[config.mk]
export PLATFORM = sky130hd
export DESIGN_NAME = ahb_mtx_input_stage
export DESIGN_NICKNAME = d
export VERILOG_FILES = /design/src/rtl/ahb_mtx_input_stage.sv
export SDC_FILE = /design/constraint.sdc
export NUM_CORES = 1
export LEC_CHECK = 0
export BUFFER_PORTS_ARGS = -buffer_cell sky130_fd_sc_hd__buf_2
export CAP_MARGIN = 40
export CORE_MARGIN = 1
export CORE_UTILIZATION = 45
export CTS_BUF_LIST = sky130_fd_sc_hd__clkbuf_4
export DETAILED_ROUTE_END_ITERATION = 6
export HOLD_SLACK_MARGIN = 0.1
export PLACE_DENSITY = 0.79
export SLEW_MARGIN = 20
export SYNTH_ARGS = -nofsm -noshare
export SYNTH_HDL_FRONTEND = slang
export SYNTH_SLANG_ARGS = --single-unit
[constraint.sdc]
create_clock -name HCLK -period 1.38 [get_ports HCLK]
set_input_delay 0.207 -clock HCLK [delete_from_list [all_inputs] [get_ports HCLK]]
set_output_delay 0.207 -clock HCLK [all_outputs]
set_load 0.1 [all_outputs]
[src/rtl/ahb_mtx_input_stage.sv]
// Master-side input stage of the AHB bus matrix. It forwards the address phase
// live, or from a holding register while the output-stage arbiter withholds a grant.
module ahb_mtx_input_stage #(
  parameter int ADDR_W = 32
) (
  input  logic              HCLK,
  input  logic              HRESETn,
  input  logic              HSELS,
  input  logic [ADDR_W-1:0] HADDRS,
  input  logic [1:0]        HTRANSS,
  input  logic              HWRITES,
  input  logic [2:0]        HSIZES,
  input  logic [2:0]        HBURSTS,
  input  logic [3:0]        HPROTS,
  input  logic              HMASTLOCKS,
  input  logic              HREADYS,
  output logic              HREADYOUTS,
  output logic              HRESPS,
  output logic              sel_i,
  output logic [ADDR_W-1:0] addr_i,
  output logic [1:0]        trans_i,
  output logic              write_i,
  output logic [2:0]        size_i,
  output logic [2:0]        burst_i,
  output logic [3:0]        prot_i,
  output logic              mastlock_i,
  output logic              req_i,
  input  logic              active_i,
  input  logic              readyout_i,
  input  logic              resp_i
);

  typedef struct packed {
    logic [ADDR_W-1:0] addr;
    logic [1:0]        trans;
    logic              write;
    logic [2:0]        size;
    logic [2:0]        burst;
    logic [3:0]        prot;
    logic              mastlock;
  } aph_t;

  typedef enum logic {S_IDLE, S_HELD} state_t;

  state_t state_q, state_d;
  aph_t   hold_q, live_aph, out_aph;
  logic   dphase_q, dphase_d;
  logic   held, new_xfer, capture;

  assign held     = (state_q == S_HELD);
  assign new_xfer = HSELS & HREADYS & HTRANSS[1];
  assign live_aph = '{addr: HADDRS, trans: HTRANSS, write: HWRITES, size: HSIZES,
                      burst: HBURSTS, prot: HPROTS, mastlock: HMASTLOCKS};

  // A new transfer seen while held is a protocol violation and is ignored.
  always_comb begin
    state_d = state_q;
    capture = 1'b0;
    case (state_q)
      S_IDLE: if (new_xfer && !active_i) begin
        state_d = S_HELD;
        capture = 1'b1;
      end
      S_HELD: if (active_i) state_d = S_IDLE;
      default: state_d = S_IDLE;
    endcase
  end

  // An accept in the same cycle as completion keeps the data phase running.
  assign dphase_d = active_i | (dphase_q & ~readyout_i);

  always_ff @(posedge HCLK) begin
    if (!HRESETn) begin
      state_q  <= S_IDLE;
      dphase_q <= 1'b0;
      hold_q   <= '0;
    end else begin
      state_q  <= state_d;
      dphase_q <= dphase_d;
      if (capture) hold_q <= live_aph;
    end
  end

  assign out_aph    = held ? hold_q : live_aph;
  assign sel_i      = held | HSELS;
  assign addr_i     = out_aph.addr;
  assign trans_i    = out_aph.trans;
  assign write_i    = out_aph.write;
  assign size_i     = out_aph.size;
  assign burst_i    = out_aph.burst;
  assign prot_i     = out_aph.prot;
  assign mastlock_i = out_aph.mastlock;
  assign req_i      = held | (HSELS & HTRANSS[1]);

  assign HREADYOUTS = held ? 1'b0 : (dphase_q ? readyout_i : 1'b1);
  assign HRESPS     = (dphase_q & ~held) ? resp_i : 1'b0;

endmodule

==> results.ini <==
[sta]
tightestPinTransition_ns=0.2312
hold-worst-slack_ns=0.1173
fmax_mhz=553.5
fin_crit_ns=1.807
final-setup-viol-count=95
final_hold_viol_count=0
min_period_over_period_pct=130.9
skew_ns=0.02791
rsz0062_at_grt=yes
max_slew_margin_pct=84.15
fin_ws_ns=-0.4266
slew_violations=0

[synthesis]
synth_top_area_share_pct=38.10
yosys_warnings=0
syn_nets=315
synth_top_area_cell=dfxtp_1
synth_area_leaders=dfxtp_1, mux2_2, mux2i_1
yosysUniqueCellTypes=16
syn_area_per_cell_um2=9.628
synth-seq-cells=48
ys_seq_area_share_pct=38.10
synthesis.instances=262
synth_area_mm2=0.002522

[critical_path]
worstSetupStartpointType=flip-flop
crit_arrival_ns=1.60
timing.rr.end=hold_q[32]
crit_type=reg2out
end_kind=output port
ff2ff_setup_slack_ns=-0.15
crit_required_ns=1.17
reg2regPathDepth=6
reg2reg_from=held
crit_path_max_fanout=14

[die]
die_h_um=76.87
fp.dieW_um=76.87
initial_utilization_pct=48.16
ios=103
coreArea_mm2=0.005238
rows=26
die_area_mm2=0.005909

[min_path]
min_path_cells=3
min_from=HADDRS[4]
hold_path_class=in2reg
worstHoldEndpoint=hold_q[18]

[cells_and_area]
layout.cells.non_filler=484
design_area_mm2=0.004772
drive_gt1_share_pct=44.44
post-route-util_pct=91.11
final_net_count=466
n_antenna_cell=0
area_growth_pct=89.19
nFillCells=192

[routing]
drtPass1Iterations=4
first_iter_violations=148
route.vias.total=2581
drtAntennaViolNets=0
wl_per_cell_um=20.93
drc=0
viasPerCell=5.333
finalWirelength_mm=10.13

[global_route]
grt_antenna_before_repair=0
grtUsageTotal_pct=27.17
grt_max_degree=49
grt_pass1_vias=2613
grt_pass1_wl_mm=12.53
gr-total-overflow=0

[placed_design]
port-buffer-count=102
dpl_worst_slack_ns=0.06111
placed_area_mm2=0.004019
hpwl_mm=4.790
dp.cells=421
gp_congestion=0.7041

[status]
violations=setup timing
run_status=finished, violations left

[power_and_ir_drop]
powerDensity_mw_per_mm2=814.9
pwr-share-clk_pct=18.7
peakVddDrop_mv=0.7002
p_int_w=0.002344
pwr-share-seq_pct=37.0
netSwitchingFraction_pct=39.72
p_leak_nw=2.054
p_sw_w=0.001545
power_frac_comb_pct=44.2

[clock_tree]
htree_levels=2
cts_tree=built
clock-root-buffer=clkbuf_4
clock_latency_ns=0.41
path_clk_slew_ns=0.17
numCtsBuffers=5
clock-sinks=48
cts_buffer_depth=2

[flow_run]
maxCapViolations=0

==> cell usage in the layout (no fill, tap or decap), drive strengths merged <==
cell type	n
o21a	3
clkbuf	10
nor2b	2
nand2	91
dfxtp	48
a21o	1
or2	1
clkinvlp	1
nor2	3
buf	116
nand4b	1
dlygate4sd3	45
clkinv	1
mux2i	45
mux2	46
==> flip-flops by register name (all words and copies together) (netlist names) <==
register  count
hold_q       46
dphase_q      1
held          1
==> worst max-delay path by stage <==
stage,from,to,slack [ns]
floorplan,held,HREADYOUTS,-0.24
global placement,held,addr_i[24],0.08
detailed placement,held,addr_i[24],0.06
CTS,held,addr_i[27],-0.38
global route,held,addr_i[25],-0.45
finish,held,addr_i[27],-0.43
==> Yosys cell counts, drive strengths merged <==
cell type / count
mux2: 46
nand2: 91
a21o: 1
clkbuf: 4
o21a: 3
mux2i: 45
buf: 17
nor2b: 2
nand4b: 1
or2: 1
dfxtp: 48
nor2: 3
==> metal layers <==
metal	track usage (%)	wire, um	vias to the layer above
li1	-	-	1173
met1	27.08	3698	1241
met2	52.86	5381	134
met3	7.024	644	33
met4	9.615	404	0
met5	3.636	0	-
==> power by group through the flow <==
| stage | Clock [W] | Combinational (W) | Sequential, W |
|---|---|---|---|
| after global placement | 0 | 0.00151 | 0.00146 |
| final | 0.000729 | 0.00172 | 0.00144 |
| after global routing | 0.000773 | 0.00176 | 0.00144 |
| after detailed placement | 0 | 0.00153 | 0.00147 |
| after floorplan | 0 | 0.000980 | 0.00146 |
| after CTS | 0.000722 | 0.00164 | 0.00144 |
==> stage by stage <==
stage	TNS [ns]	power (W)
after detailed placement	0	0.002998
after global placement	0	0.002968
after global routing	-24.08	0.003975
final	-21.71	0.003889
after CTS	-16.72	0.003799
after floorplan	-0.8926	0.002440
==> critical path, stage by stage (launching register included) <==
cell     delay [ns]
dfxtp_4        0.45
buf_12         0.19
mux2_2         0.38
buf_12         0.17
==> final cells by class <==
class,instances,area (um2),area share [%]
Timing Repair Buffer,165,2048,42.92
Clock buffer,6,45.04,0.9439
Clock inverter,2,16.27,0.3408
Multi-Input combinational cell,193,1610,33.74
Tap cell,70,87.58,1.835
Sequential cell,48,964.7,20.21
==> cells by family after synthesis <==
family	count (synthesis)	synth area share, %
and+or+nand+nor	98	15.97
muxes	91	38.39
DFF	48	38.10
buffers and inverters	21	6.349
AOI/OAI and AO/OA	4	1.191
==> timing repair <==
item,4_1_cts,5_1_grt
buffers inserted,2,2
hold endpoints to repair,45,0
pin swaps,1,1
endpoints found under the setup margin,50,95
gates resized for setup,7,8
cloned,0,6
hold buffers,45,0
Power figures use the tool's default switching activity.
